File: src/rtl/lcd_init_pkg.sv
// Shared definitions for the LCD power-up sequencer: script entry types,
// FSM state encoding and the bit positions of the fields inside an entry.
package lcd_init_pkg;

    typedef enum logic [1:0] {
        ENT_END   = 2'b00,
        ENT_CMD   = 2'b01,
        ENT_DATA  = 2'b10,
        ENT_DELAY = 2'b11
    } entry_type_t;

    typedef enum logic [2:0] {
        IDLE,
        RST_ASSERT,
        RST_WAIT,
        FETCH,
        SHIFT,
        CS_GAP,
        DELAY,
        DONE
    } state_t;

    localparam int ENT_TYPE_HI = 9;
    localparam int ENT_TYPE_LO = 8;
    localparam int ENT_PAY_HI  = 7;
    localparam int ENT_PAY_LO  = 0;

    function automatic int max3(input int a, input int b, input int c);
        int m;
        m = (a > b) ? a : b;
        return (m > c) ? m : c;
    endfunction

endpackage

File: src/rtl/lcd_spi9_tx.sv
// 3-wire 9-bit SPI transmitter, mode 0. Sends one word per load pulse and
// holds chip select high for SPI_DIV cycles afterwards before reporting done.
module lcd_spi9_tx #(
    parameter int SPI_DIV = 4
) (
    input  logic       clk,
    input  logic       reset,
    input  logic       load,
    input  logic [8:0] word,
    output logic       spi_cs_n,
    output logic       spi_sck,
    output logic       spi_sdo,
    output logic       frame_done
);

    localparam int DIV_W = (SPI_DIV > 1) ? $clog2(SPI_DIV) : 1;
    localparam logic [DIV_W-1:0] DIV_LAST = DIV_W'(SPI_DIV - 1);

    typedef enum logic [1:0] {
        TX_IDLE,
        TX_SHIFT,
        TX_GAP
    } tx_state_t;

    tx_state_t        tx_state;
    logic [DIV_W-1:0] div_cnt;
    logic [3:0]       bit_cnt;
    logic [7:0]       shreg;

    // Done fires in the last gap cycle so the sequencer can fetch on the next edge.
    assign frame_done = (tx_state == TX_GAP) && (div_cnt == DIV_LAST);

    always_ff @(posedge clk) begin
        if (reset) begin
            tx_state <= TX_IDLE;
            div_cnt  <= '0;
            bit_cnt  <= '0;
            shreg    <= '0;
            spi_cs_n <= 1'b1;
            spi_sck  <= 1'b0;
            spi_sdo  <= 1'b0;
        end else begin
            case (tx_state)
                TX_IDLE: begin
                    if (load) begin
                        tx_state <= TX_SHIFT;
                        div_cnt  <= '0;
                        bit_cnt  <= '0;
                        shreg    <= word[7:0];
                        spi_cs_n <= 1'b0;
                        spi_sck  <= 1'b0;
                        spi_sdo  <= word[8];
                    end
                end
                TX_SHIFT: begin
                    if (div_cnt != DIV_LAST) begin
                        div_cnt <= div_cnt + 1'b1;
                    end else begin
                        div_cnt <= '0;
                        if (!spi_sck) begin
                            spi_sck <= 1'b1;
                        end else if (bit_cnt == 4'd8) begin
                            tx_state <= TX_GAP;
                            spi_sck  <= 1'b0;
                            spi_sdo  <= 1'b0;
                            spi_cs_n <= 1'b1;
                        end else begin
                            spi_sck <= 1'b0;
                            spi_sdo <= shreg[7];
                            shreg   <= {shreg[6:0], 1'b0};
                            bit_cnt <= bit_cnt + 1'b1;
                        end
                    end
                end
                TX_GAP: begin
                    if (div_cnt != DIV_LAST) begin
                        div_cnt <= div_cnt + 1'b1;
                    end else begin
                        div_cnt  <= '0;
                        tx_state <= TX_IDLE;
                    end
                end
                default: tx_state <= TX_IDLE;
            endcase
        end
    end

endmodule

File: src/rtl/lcd_init_sequencer.sv
// Panel power-up controller: pulses the panel reset, then plays the init
// script from an external ROM over SPI and finally enables the display.
module lcd_init_sequencer
    import lcd_init_pkg::*;
#(
    parameter int SPI_DIV    = 4,
    parameter int RESET_HOLD = 100,
    parameter int RESET_WAIT = 1000,
    parameter int DELAY_UNIT = 1000,
    parameter int ADDR_W     = 6
) (
    input  logic              clk,
    input  logic              reset,
    input  logic              start,
    output logic [ADDR_W-1:0] rom_addr,
    input  logic [9:0]        rom_data,
    output logic              lcd_rst_n,
    output logic              spi_cs_n,
    output logic              spi_sck,
    output logic              spi_sdo,
    output logic              busy,
    output logic              done,
    output logic              display_en
);

    localparam int CNT_W = $clog2(max3(RESET_HOLD, RESET_WAIT, 2 * SPI_DIV) + 1);
    localparam int DLY_W = $clog2(255 * DELAY_UNIT + 1);
    localparam logic [CNT_W-1:0]  HOLD_LAST = CNT_W'(RESET_HOLD - 1);
    localparam logic [CNT_W-1:0]  WAIT_LAST = CNT_W'(RESET_WAIT - 1);
    localparam logic [ADDR_W-1:0] ADDR_LAST = '1;

    state_t            state;
    logic [CNT_W-1:0]  cnt;
    logic [DLY_W-1:0]  dly_cnt;
    entry_type_t       ent_type;
    logic [7:0]        ent_payload;
    logic              tx_load;
    logic              frame_done;
    logic              at_last;

    assign ent_type    = entry_type_t'(rom_data[ENT_TYPE_HI:ENT_TYPE_LO]);
    assign ent_payload = rom_data[ENT_PAY_HI:ENT_PAY_LO];
    assign at_last     = (rom_addr == ADDR_LAST);
    assign tx_load     = (state == FETCH) && ((ent_type == ENT_CMD) || (ent_type == ENT_DATA));

    lcd_spi9_tx #(
        .SPI_DIV(SPI_DIV)
    ) u_tx (
        .clk       (clk),
        .reset     (reset),
        .load      (tx_load),
        .word      ({ent_type == ENT_DATA, ent_payload}),
        .spi_cs_n  (spi_cs_n),
        .spi_sck   (spi_sck),
        .spi_sdo   (spi_sdo),
        .frame_done(frame_done)
    );

    // Finishing the last address ends the script even without an END entry.
    always_ff @(posedge clk) begin
        if (reset) begin
            state      <= IDLE;
            rom_addr   <= '0;
            cnt        <= '0;
            dly_cnt    <= '0;
            lcd_rst_n  <= 1'b0;
            busy       <= 1'b0;
            done       <= 1'b0;
            display_en <= 1'b0;
        end else begin
            case (state)
                IDLE, DONE: begin
                    if (start) begin
                        state      <= RST_ASSERT;
                        cnt        <= '0;
                        rom_addr   <= '0;
                        lcd_rst_n  <= 1'b0;
                        busy       <= 1'b1;
                        done       <= 1'b0;
                        display_en <= 1'b0;
                    end
                end
                RST_ASSERT: begin
                    if (cnt == HOLD_LAST) begin
                        state     <= RST_WAIT;
                        cnt       <= '0;
                        lcd_rst_n <= 1'b1;
                    end else begin
                        cnt <= cnt + 1'b1;
                    end
                end
                RST_WAIT: begin
                    if (cnt == WAIT_LAST) begin
                        state    <= FETCH;
                        rom_addr <= '0;
                    end else begin
                        cnt <= cnt + 1'b1;
                    end
                end
                FETCH: begin
                    case (ent_type)
                        ENT_END: begin
                            state      <= DONE;
                            busy       <= 1'b0;
                            done       <= 1'b1;
                            display_en <= 1'b1;
                        end
                        ENT_CMD, ENT_DATA: state <= SHIFT;
                        ENT_DELAY: begin
                            if (ent_payload != 8'd0) begin
                                state   <= DELAY;
                                dly_cnt <= DLY_W'(ent_payload) * DLY_W'(DELAY_UNIT) - 1'b1;
                            end else if (at_last) begin
                                state      <= DONE;
                                busy       <= 1'b0;
                                done       <= 1'b1;
                                display_en <= 1'b1;
                            end else begin
                                rom_addr <= rom_addr + 1'b1;
                            end
                        end
                        default: state <= DONE;
                    endcase
                end
                SHIFT, CS_GAP: begin
                    if (frame_done) begin
                        if (at_last) begin
                            state      <= DONE;
                            busy       <= 1'b0;
                            done       <= 1'b1;
                            display_en <= 1'b1;
                        end else begin
                            state    <= FETCH;
                            rom_addr <= rom_addr + 1'b1;
                        end
                    end else if (state == SHIFT && spi_cs_n) begin
                        state <= CS_GAP;
                    end
                end
                DELAY: begin
                    if (dly_cnt != '0) begin
                        dly_cnt <= dly_cnt - 1'b1;
                    end else if (at_last) begin
                        state      <= DONE;
                        busy       <= 1'b0;
                        done       <= 1'b1;
                        display_en <= 1'b1;
                    end else begin
                        state    <= FETCH;
                        rom_addr <= rom_addr + 1'b1;
                    end
                end
                default: state <= IDLE;
            endcase
        end
    end

endmodule

File: config.mk
export PLATFORM = sky130hd
export DESIGN_NAME = lcd_init_sequencer
export DESIGN_NICKNAME = d
export VERILOG_FILES = /design/src/rtl/lcd_init_pkg.sv /design/src/rtl/lcd_spi9_tx.sv /design/src/rtl/lcd_init_sequencer.sv
export SDC_FILE = /design/constraint.sdc
export NUM_CORES = 1
export LEC_CHECK = 0
export BUFFER_PORTS_ARGS = -buffer_cell sky130_fd_sc_hd__clkbuf_2
export CORE_ASPECT_RATIO = 0.6
export CORE_UTILIZATION = 40
export CTS_BUF_LIST = sky130_fd_sc_hd__clkbuf_8
export CTS_CLUSTER_SIZE = 10
export DETAILED_ROUTE_END_ITERATION = 16
export HOLD_SLACK_MARGIN = 0.1
export PLACE_DENSITY = 0.57
export SETUP_SLACK_MARGIN = 0.05
export SKIP_LAST_GASP = 1
export SLEW_MARGIN = 20
export SYNTH_ARGS = -nofsm -noshare
export SYNTH_HDL_FRONTEND = slang
export SYNTH_SLANG_ARGS = --single-unit
File: constraint.sdc
create_clock -name clk -period 5.9 [get_ports clk]
set_clock_uncertainty 0.2 [all_clocks]
set_input_delay 0.295 -clock clk [delete_from_list [all_inputs] [get_ports clk]]
set_output_delay 0.295 -clock clk [all_outputs]
set_load 0.1 [all_outputs]
# Word level (Yosys, flattened, before mapping)
# Cells that the tools add are included.
[op_classes]
n_lt_le_gt_ge = 0
div_mod_pow = 0
n_eq_ne = 38
shift = 0
bitwise_logic = 0
add_sub_neg = 6
muxes = 81
n_mul = 1
reduce_logical = 32
[ops]
columns = ["operator", "n"]
rows = [
  ["2-to-1 mux 18 bit", 3],
  ["2-to-1 mux 6 bit", 7],
  ["case mux 18 bit (2 select lines)", 1],
  ["subtractor 18 x 1 -> 18 bit (second input constant)", 2],
  ["2-to-1 mux 8 bit", 4],
  ["2-to-1 mux 10 bit", 3],
  ["case mux 10 bit (3 select lines)", 1],
  ["case mux 6 bit (5 select lines)", 1],
  ["2-to-1 mux 3 bit", 9],
  ["!= test 2 bit (second input constant)", 13],
  ["2-to-1 mux 1 bit", 25],
  ["case mux 3 bit (6 select lines)", 1],
  ["nonzero test 18 bit", 1],
  ["2-to-1 mux 4 bit", 4],
  ["case mux 8 bit (2 select lines)", 1],
  ["multiplier 8 x 7 -> 15 bit (second input constant)", 1],
  ["AND reduction 5 bit", 3],
  ["2-to-1 mux 2 bit", 7],
  ["case mux 1 bit (2 select lines)", 7],
  ["== test 3 bit (second input constant)", 4],
  ["case mux 1 bit (4 select lines)", 3],
  ["AND reduction 6 bit", 2],
  ["adder 10 x 1 -> 10 bit (second input constant)", 1],
  ["== test 10 bit (second input constant)", 1],
  ["32 further kinds", 53],
]
[word_totals]
word_cells = 173
regBits = 60
n_memories = 0
ramBits = 0
mem_bits_ro = 0
inputBits = 13
output_inout_bits = 13
latchBits = 0

# Logic depth before layout (Yosys ltp)
# Gate-level depths: netlist of the first run.
[depth]
ltp_word = 5
depth_mapped = 17
ltp_nobuf = 16

# Hierarchy
# From an unflattened synthesis of the first run, not the netlist that was laid out.
[hier_totals]
hier_cells = 650
hier_area_um2 = 5313.8
[by_module_without_submodules]
columns = ["mod", "seq_area_each_um2", "cells_each", "n_inst", "area_per_inst_um2"]
rows = [
  ["lcd_init_sequencer", 820.8, 534, 1, 4256.6],
  ["lcd_spi9_tx", 380.4, 116, 1, 1057.3],
]

# Least setup slack after synthesis of the first run
# Ideal clock, no wire load.
[synth_timing]
kind = "input-to-reg"
from = "input port rom_data[0]"
to = "register dly_cnt[14]"
arrival_time_ps = 4348
required_ps = 5609
n_path_buf = 1
setup_ps = 91
cell_stages = 17
slack_ps = 1261
cell_sequence = "fa_1 xor2_1 ha_1 fa_1 inv_1 fa_1 inv_1 ha_1 clkbuf_1 nor2_1 a211oi_2 or4_1 and2_4 nor4_2 xor2_1 nand2_1 a311oi_1"
[synth_between]
elab_chain_cells = 5
word_cells_on_any_way = 8
cone_classes = "add/sub (1); mul (1); eq/ne (1); mux (3); reduce/logical (2)"
[synth_rtl]
columns = ["element", "line", "rtl"]
rows = [
  ["from (decl)", "lcd_init_sequencer.sv:16", "input logic [9:0] rom_data,"],
  ["multiplier 8 x 7 -> 15 bit", "lcd_init_sequencer.sv:112", "dly_cnt <= DLY_W'(ent_payload) * DLY_W'(DELAY_UNIT) - 1'b1;"],
  ["subtractor 18 x 1 -> 18 bit", "lcd_init_sequencer.sv:112", ""],
  ["2-to-1 mux 18 bit", "lcd_init_sequencer.sv:110", "if (ent_payload != 8'd0) begin"],
  ["2-to-1 mux 18 bit", "lcd_init_sequencer.sv:101", "case (ent_type)"],
  ["case mux 18 bit (2 select lines)", "lcd_init_sequencer.sv:71", "case (state)"],
  ["to (signal assigned)", "lcd_init_sequencer.sv:112", ""],
  ["to (signal assigned)", "lcd_init_sequencer.sv:142", "dly_cnt <= dly_cnt - 1'b1;"],
  ["to (decl)", "lcd_init_sequencer.sv:34", "logic [DLY_W-1:0] dly_cnt;"],
]
# Several ways; a longest one is shown, not always the timed one. The select of a mux whose other input is x is not followed.
# A chain may end at the register's enable or synchronous reset.

# Worst setup path in the final report of the first run
[layout_timing]
from = "input port rom_data[0]"
to = "register dly_cnt[17]"
# Same word-level chain as after synthesis.

==> results of run 1 <==
[synthesized netlist by cell type, drive strengths merged, types with 7 or more instances]
cell    count  area [um^2]
dfxtp      60         1200
a211oi     14          110
a311oi      8         70.1
o21ai      32          160
buf         8         40.0
inv        58          218
ha         56          701
nand4       7         43.8
and3        7         43.8
or3         7         48.8
xor2       18          158
nor3       19          100
nand2      52          195
nand3      18         90.1
mux2i      16          160
clkbuf     20         75.1
o22ai      11         68.8
a21oi      40          204
fa         21          420
xnor2      15          131
nor2       64          250
[power by group through the flow]
stage | Sequential (mW) | Clock [mW] | Combinational (mW)
after global placement | 0.513 | 0 | 1.22
after CTS | 0.507 | 0.452 | 1.26
after floorplan | 0.563 | 0 | 0.978
after detailed placement | 0.515 | 0 | 1.25
final | 0.507 | 0.443 | 1.26
after global routing | 0.515 | 0.473 | 1.41
[flip-flops by register name, summed over array words and instances, names as in the netlist, 2 cells and up]
signal and flops:
dly_cnt 18, cnt 10, u_tx.shreg 8, rom_addr 6, u_tx.bit_cnt 4, state 3, u_tx.div_cnt 2, u_tx.tx_state 2
[worst max-delay path, cell delays in order]
cell and delay, ns:
clkbuf_2 0.18, fa_1 0.56, xor2_1 0.20, ha_1 0.19
a21oi_1 0.20, fa_1 0.49, fa_1 0.52, inv_1 0.04
ha_1 0.23, and2_1 0.17, or3_4 0.36, o32ai_2 0.33
xnor2_1 0.21, nor4b_2 0.38, nand3_1 0.14, xnor2_1 0.17
o22ai_1 0.08
[metal layers]
| layer | track usage (%) | vias up | part of all wire [%] |
|---|---|---|---|
| met3 | 4.44 | 8 | 4.4 |
| met2 | 30.1 | 74 | 40 |
| met5 | 0 | - | 0 |
| li1 | - | 2213 | - |
| met1 | 29.9 | 2163 | 55 |
| met4 | 3.56 | 0 | 0.61 |
[layout make-up]
class                   instances  area, um^2  share of cell area, %
repair buffers                 25         125                   2.25
flip-flops and latches         60        1200                   21.6
multi-input cells             481        3580                   64.3
clock buffers                  12         165                   2.97
clock inverters                 4        70.1                   1.26
well taps                     165         206                   3.71
inverters                      58         218                   3.91
[logic make-up after synthesis]
family,after synthesis
AO/OA/AOI/OAI,148
XOR/XNOR,33
multiplexers,16
adder cells (fa/ha/maj),77
flip-flops,60
buffers and inverters,86
AND/OR/NAND/NOR,207
[stage by stage]
step                std cells  worst slack (ns)  power [mW]
floorplan                 627              1.26        1.54
global placement          789             0.921        1.73
detailed placement        789             0.823        1.76
CTS                       805              1.16        2.22
global route              805             0.855        2.40
finish                    805              1.13        2.21
[worst paths after layout]
path                     from             to  slack, ns  cells past startpoint
setup / recovery  rom_data[0]    dly_cnt[17]       1.13                     17
hold / removal    rom_data[3]  u_tx.shreg[3]       0.19                      3
setup reg to reg     state[2]    dly_cnt[13]       2.55                      6
hold reg to reg    display_en     display_en       0.27                      1
==> results.md, run 1 <==
* Final Max Tran Viols at 0
* Num CTS Buffers at 9
* Status: complete, no violations
* Hold Path Class: in2reg
* NetSw at roughly 1.0 mW
* Number of synthesis warnings at 0
* Layout filler cell count at approximately 1200
* First-pass GRT wire length at 21000 um
* P_leak at approximately 2.3 nW
* Slew @ Worst Pin at slightly above 1 ns
* Pin count of the biggest net entering global routing at between 40 and 50
* Mux share of post-synthesis cell area at between 3 and 4%
* Design Area, Final at about 5600 um^2
* Total die area at 13300 um^2
* Crit path kind: in2reg
* Worst Path Max Fanout at 8
* Root buf cell: clkbuf_8
* Fraction of layout cells with a size suffix above 1 at under 10%
* Most frequent cells in the layout: 62 x nor2_1, 60 x dfxtp_1, 58 x inv_1
* Syn Nets at between 700 and 800
* Mapped Cells at about 630
* Peak supply drop at about 0.26 mV
* DR pass1 iterations at 5
* Clk slew on worst S/H paths at 0.08 ns
* Rows at 31
* Post-Route Utilization at 45.4%
* Seq cells post-synth at 60
* Clock tree buffer depth at 2
* Post CTS Setup Buffer Count at 0
* Max cap viols at 0
* Period utilisation layout at around 80%
* Clock latency on the worst-skew pair at about 0.34 ns
* Final hold violations at 0
* Commonest non-fill, non-tap cell in the layout: nor2_1
* Core area at ~12000 um^2
* CTS H-tree depth at 3
* Post-synth ARST share at 0%
* I/O Buffers at 25
* Fmax at roughly 210 MHz
* Logic pwr share at roughly 57%
* GRT Overall Usage at about a fifth
* Reg power frac at around 23%
* Die height at between 80 and 90 um
* Detailed Place HPWL at between 9000 and 10000 um
* Element type at the critical path end: register
* Min Tclk post-route at approximately 4.8 ns
* CTS sink cnt at 60
* Initial DRC Count at between 200 and 250
* Largest family of logic cells by synthesized area: adder cells
* Placed Area at approximately 5300 um^2
* Power Density at roughly 400 nW/um^2
* Vias per inst at 5.54
* Int Power at between 1 and 1.5 mW
* Hold buffers post-CTS at 0
* CTS tree: done
* WL/cell at 15.4 um
* Post-Synth XOR/XNOR Area at about 5.7%
* Vias post-DR at ~4500
* Syn-to-layout area delta at 8.84%
* Worst Path Arrival at 4.75 ns
* RSZ-0062 raised after global routing: no
* Post-synthesis instance area at 5110 um^2
* Fin Hold WS at 0.189 ns
* Simple logic cell fraction of the synthesized area at between 20% and 30%
* Grt ovf at 0
* GP Congestion at roughly 0.81
* Initial antenna violation count at 0
* Final wirelength at roughly 12000 um
* Number of global-route vias before repair at 4251
* Number of distinct library cells after synthesis at 64
* Post-CTS Resized at 0
* Die Width at ~150 um
* Most common flop cell mapped by yosys: dfxtp_1
* Sequential share of the synthesized area at between 20% and 30%
* Clock share of power at between 20% and 30%
* Synth Area in Compound Gates at a little under a fifth
* Final Net Count at between 700 and 800
* N_diodes at 0
* Adder-cell share of the synthesized area at about 22%
* Number of remaining DRC errors at 0
* Final setup fails at 0
* Max-slew headroom at a little under a third
* Synth Area per Inst at between 8 and 9 um^2
* Final TNS setup at 0 ns
* I/O pin count at 26
* Worst Path Required at about 5.9 ns
* Startpoint types: input port
* Net Sw Frac at 45.2%
* Routed Antenna Nets at 0
* Starting Density at between 40% and 50%
* EDFF count, synth at 0
Note: power is estimated with default switching activity, not from simulation.
==> inputs of run 2 (changes only) <==
Settings changed: PLACE_DENSITY 0.57 to 0.59.
Clock period 5.9 ns to 4.1 ns, I/O delays scaled along.
==> run 2 against run 1 <==
Compared with the run above:
- the flow now finishes with violations (setup timing)
- die area did not move
- core utilization rose by 6.9 points
- sequential share of layout area fell by 2.8 points
- routed wire length rose by 4.4%
- critical path type unchanged
- critical endpoint is now dly_cnt[14]
- largest power group unchanged
==> results.md, run 2 (same netlist as run 1, synthesis figures left out) <==
* Num CTS Buffers at 9
* Worst Setup SP: rom_data[4]
* Max reg flops at 18
* Metal1 wirelength at slightly below 7000 um
* Int Power at between 2 and 2.5 mW
* Worst Path Max Fanout at 4
* Initial DRC Count at ~340
* Commonest non-fill, non-tap cell in the layout: buf_4
* Peak supply drop at ~0.35 mV
* Clock latency on the worst-skew pair at between 0.3 and 0.4 ns
* Final setup fails at 4
* CTS H-tree depth at 3
* Max-slew headroom at 30.2%
* Final Max Tran Viols at 0
* Min-delay src: start
* Met3 wire len at slightly below 500 um
* Met2 wire length at around 5300 um
* Die Width at 148 um
* Number of global-route vias before repair at approximately 4500
* Biggest regs: dly_cnt (18), cnt (10), u_tx.shreg (8)
* FF+latch area at approximately 1200 um^2
* P_leak at between 2 and 3 nW
* Clock share of power at between 15 and 20%
* N_diodes at 0
* Final hold violations at 0
* Fraction of layout cells with a size suffix above 1 at between 20 and 25%
* Reg power frac at approximately 17%
* DR pass1 iterations at 5
* Vias post-DR at between 4000 and 5000
* GRT Overall Usage at between 20 and 25%
* Worst Path Arrival at between 4 and 5 ns
* Max cap viols at 0
* Period utilisation layout at 103%
* Clk slew on worst S/H paths at ~0.07 ns
* Final wirelength at approximately 13000 um
* Initial antenna violation count at 0
* Most frequent cells in the layout: 61 x buf_4, 60 x dfxtp_1, 59 x nor2_1
* Root buf cell: clkbuf_8
* Net Sw Frac at 42.8%
* Logic pwr share at 66.1%
* Status: complete, but fails checks
* Post-Route Utilization at 52.3%
* Syn-to-layout area delta at 25.4%
* Hold buffers post-CTS at 0
* Total die area at around 13000 um^2
* DP Worst Slack at -0.597 ns
* CTS sink cnt at 60
* GP Congestion at slightly below 0.8
* Fmax at between 200 and 250 MHz
* Starting Density at between 40% and 50%
* Min Tclk post-route at around 4.2 ns
* Layout filler cell count at approximately 1200
* Detailed Place HPWL at ~9800 um
* NetSw at 1.79 mW
* Vias per inst at around 5.4
* WL/cell at 14.9 um
* CTS tree: done
* Final TNS setup at -0.292 ns
* I/O pin count at 26
* Die height at between 80 and 90 um
* First-pass GRT wire length at 21400 um
* Top Layer Used: met4
* Area of the multi-input gates at about 3900 um^2
* Biggest register: dly_cnt
* Clock tree buffer depth at 2
* Pin count of the biggest net entering global routing at 49
* Final WS setup at -0.117 ns
* Power Density at around 650 nW/um^2
* Number of remaining DRC errors at 0
* Final Net Count at 790
* Grt ovf at 0
* Core area at 12300 um^2
* Routed Antenna Nets at 0
* Element type at the critical path end: register
* Failing checks: setup timing
* Reg-to-Reg Start: dly_cnt[0]
* Pwr Total at 4.18 mW
* Startpoint types: input port
* Slew @ Worst Pin at 1.05 ns
* I/O Buffers at 25
* Hold Path Class: in2reg
* Crit path kind: in2reg
* Worst Path Required at 4.15 ns
* Rows at 31
* RSZ-0062 raised after global routing: yes
[run 2: metrics by stage]
step	cells	hold WS, ns	instance area, um^2
finish	870	0.148	6410
global route	870	0.160	6410
CTS	866	0.119	6240
detailed placement	846	0.254	5820
global placement	846	0.242	5820
floorplan	627	0.174	5180
[run 2: critical path: stages]
cell,delay (ns)
clkbuf_2,0.13
clkinvlp_4,0.13
buf_4,0.17
fa_1,0.49
inv_1,0.05
fa_1,0.53
fa_1,0.43
ha_1,0.35
ha_4,0.27
or4_1,0.54
and2_4,0.20
nor4_4,0.27
xor2_1,0.16
nand2_1,0.07
a311oi_2,0.27
[run 2: final timing paths]
path / endpoint / cells after the start / slack, ns
min reg2reg: u_tx.shreg[0] / 2 / 0.26
max: dly_cnt[14] / 15 / -0.12
min: busy / 3 / 0.15
max reg2reg: rom_addr[4] / 10 / 1.06
[run 2: layout make-up]
class,instances,share of cell area (%)
Multi-Input combinational cell,481,60.5
Clock inverter,5,1.54
Sequential cell,60,18.7
Clock buffer,11,2.36
Tap cell,165,3.22
Inverter,58,3.49
Timing Repair Buffer,90,10.2
[run 2: per-layer routing]
metal,vias to the layer above,track usage [%]
met5,-,0
met4,0,6.28
met3,17,4.29
met2,88,31.1
met1,2256,29.4
li1,2350,-
[run 2: timing repair]
item	4_1_cts	5_1_grt
resized for setup	24	29
setup buffers	4	4
endpoints found under the setup margin	9	9
pin swaps	28	20
[run 2: power groups by stage]
stage               registers (mW)  logic [mW]  clock network [mW]
floorplan                    0.810        1.54                   0
global placement             0.735        2.19                   0
detailed placement           0.739        2.24                   0
CTS                          0.727        2.48               0.698
global route                 0.738        3.00               0.724
finish                       0.729        2.76               0.688
==> inputs of run 3 (changes only) <==
Settings changed: SYNTH_HIERARCHICAL from default to 1.
==> run 3 against run 2 <==
Compared with the run above:
- the flow still finishes with violations (setup timing)
- routed wire length is 4.2% higher
- combinational power fell by 18%
- highest routed layer unchanged
- first-iteration DRC count up 3.6%
- global-route usage rose by 0.20 points
- clock power down 13%
- fmax decreased by 0.99%
- synthesized cell count increased by 3.7%
==> results.md, run 3 <==
* First-pass GRT wire length at about 23000 um
* Post-synth ARST share at 0%
* Clk slew on worst S/H paths at about 0.070 ns
* Seq cells post-synth at 60
* Max-slew headroom at a little under a third
* Worst Path Arrival at roughly 4.3 ns
* Initial DRC Count at between 300 and 400
* Die height at approximately 91 um
* Number of remaining DRC errors at 0
* Slowest CP cell: fa_1
* Synth Area per Inst at roughly 8.2 um^2
* WL/cell at between 15 and 20 um
* Post-synthesis instance area at 5310 um^2
* Most numerous cell in the Yosys netlist: nor2_1
* Core area at roughly 13000 um^2
* Failing checks: setup timing
* Mapped Cells at 650
* Root buf cell: clkbuf_8
* Status: complete, but fails checks
* Element type at the critical path end: register
* Cells on worst reg2reg path at 9
* Vias per inst at between 5 and 6
* DR pass1 iterations at 5
* Crit path cell chain: buf_8 > fa_1 > inv_2 > fa_1 > fa_1 > fa_1 > inv_2 > ha_4 > o211ai_1 > o21ai_2 > xor2_2 > buf_4 > or4_4 > nor4_2 > xnor2_1 > a211oi_1
* Critical Path Max Stage Delay at between 0.5 and 0.6 ns
* Vias post-DR at 4929
* Cell family with most CP delay: adder cells
* Synth top area share at 22.6%
* CTS sink cnt at 60
* Sequential share of the synthesized area at 22.6%
* Worst Path Buf+Inv at 4
* Starting Density at between 40% and 50%
* Clock tree buffer depth at 2
* N_diodes at 0
* Syn Nets at 740
* Number of distinct library cells after synthesis at 72
* Initial antenna violation count at 0
* Number of global-route vias before repair at approximately 4700
* Biggest regs: dly_cnt (18), cnt (10), u_tx/shreg (8)
* GRT Overall Usage at a little over 20%
* Die Width at about 150 um
* Peak supply drop at 0.276 mV
* Pin count of the biggest net entering global routing at 41
* Final WS setup at -0.160 ns
* Num CTS Buffers at 9
* Number of synthesis warnings at 6
* Layout filler cell count at approximately 1200
* Final setup fails at 4
* CP most frequent cell: fa_1
* Area contributors post-synth: dfxtp_1 23%, ha_1 13%, fa_1 7.9%, nor2_1 4.9%, inv_1 3.9%
* Final Max Tran Viols at 0
* Clock latency on the worst-skew pair at 0.35 ns
* Final Net Count at between 800 and 900
* Slew @ Worst Pin at 1.05 ns
* Hold Path Class: in2reg
* GP Congestion at between 0.8 and 0.9
* Area leader, netlist: dfxtp_1
* Worst Path Required at 4.16 ns
* Worst hold path cell count at 4
* DP Worst Slack at -0.536 ns
* Synth cell count leaders: 69 x nor2_1, 60 x dfxtp_1, 56 x ha_1
* Period utilisation layout at 104%
* P_leak at 2.62 nW
* I/O pin count at 26
* Crit path kind: in2reg
* Max reg flops at 18
* Worst Path Max Fanout at 4
* Power Density at roughly 560 nW/um^2
* Total die area at 13800 um^2
* Fmax at ~230 MHz
* Min Tclk post-route at ~4.3 ns
* Startpoint types: input port
* Most frequent cells in the layout: 67 x nor2_1, 60 x dfxtp_1, 56 x buf_4
* Most common flop cell mapped by yosys: dfxtp_1
* Fraction of layout cells with a size suffix above 1 at between 20% and 30%
* Syn-to-layout area delta at 19.2%
* Final hold violations at 0
* EDFF count, synth at 0
* Biggest register: dly_cnt
* CTS tree: done
* Fin Hold WS at roughly 0.15 ns
* Routed Antenna Nets at 0
* Detailed Place HPWL at ~10000 um
* Grt ovf at 0
* I/O Buffers at 25
* Stages on worst setup path at 16
* Rows at 32
* CTS H-tree depth at 3
* RSZ-0062 raised after global routing: yes
* Final wirelength at between 10000 and 15000 um
* Commonest non-fill, non-tap cell in the layout: nor2_1
* Max cap viols at 0
[run 3: cell types whose count changed after synthesis, moves of 6 or more]
cell / previous run / this run
nand2b_1: 4 / 13
mux2i_1: 16 / 9
nor2_1: 62 / 69
nand2_1: 52 / 43
o211ai_1: 1 / 10
o22ai_1: 11 / 5
[run 3: cell type report]
class                      instances  area (um^2)  share of cell area (%)
timing repair buffer              82          582                    9.19
tap                              170          213                    3.36
inverter                          56          210                    3.32
multi-input combinational        508         3910                    61.8
sequential                        60         1200                    19.0
clock inverter                     6         78.8                    1.24
clock buffer                      10          138                    2.17
[run 3: power breakdown]
part | leakage (nW) | switching, mW | internal [mW]
combinational | 2.02 | 1.19 | 1.08
sequential | 0.485 | 0.0707 | 0.629
clock | 0.117 | 0.248 | 0.354
[run 3: worst paths after layout]
check                           slack (ns)       endpoint        start
worst max register to register        1.11    dly_cnt[15]   dly_cnt[0]
worst min-delay path                  0.15  u_tx/shreg[0]  rom_data[0]
worst min register to register        0.26     display_en   display_en
worst max-delay path                 -0.16    dly_cnt[16]  rom_data[1]
[run 3: stage by stage]
stage / std cells / total power [mW] / utilization, % / setup TNS (ns) / cell area, um^2
finish: 892 / 3.57 / 49.1 / -0.457 / 6330
global route: 892 / 3.85 / 49.1 / -1.35 / 6330
CTS: 890 / 3.48 / 48.7 / -0.247 / 6280
detailed placement: 871 / 2.79 / 46.4 / -2.78 / 5990
global placement: 871 / 2.76 / 46.4 / -1.94 / 5990
floorplan: 650 / 2.10 / - / -0.389 / 5370
[run 3: cell families after synthesis]
kind of cell	share of synthesized area, %
AOI/OAI and AO/OA	20.7
xor gates and xnor gates	4.78
adders and majority gates	21.1
buffers and inverters	6.12
DFF	22.6
muxes	1.95
and+or+nand+nor	22.8
[run 3: repair_timing]
| action | in CTS | in global routing |
|---|---|---|
| hold endpoints to repair | 12 | 0 |
| hold buffers | 1 | 0 |
| gates cloned | 0 | 0 |
| pin swaps | 3 | 7 |
| gates resized for setup | 11 | 12 |
| setup endpoints to repair | 5 | 7 |
| setup buffers | 2 | 2 |
[run 3: metal layers]
layer | routed length (um) | global-route usage (%)
met5 | 0 | 0
met4 | 74 | 3.58
met3 | 563 | 3.57
met2 | 5560 | 29.9
met1 | 7290 | 31.9
[run 3: worst register-to-register path, delay by kind of cell, from the launching register on]
| kind | cells | cell delay [ns] |
|---|---|---|
| buffers and inverters | 1 | 0.10 |
| AOI/OAI and AO/OA | 4 | 0.81 |
| and+or+nand+nor | 3 | 1.26 |
| DFF | 1 | 0.33 |
| adders and majority gates | 1 | 0.22 |
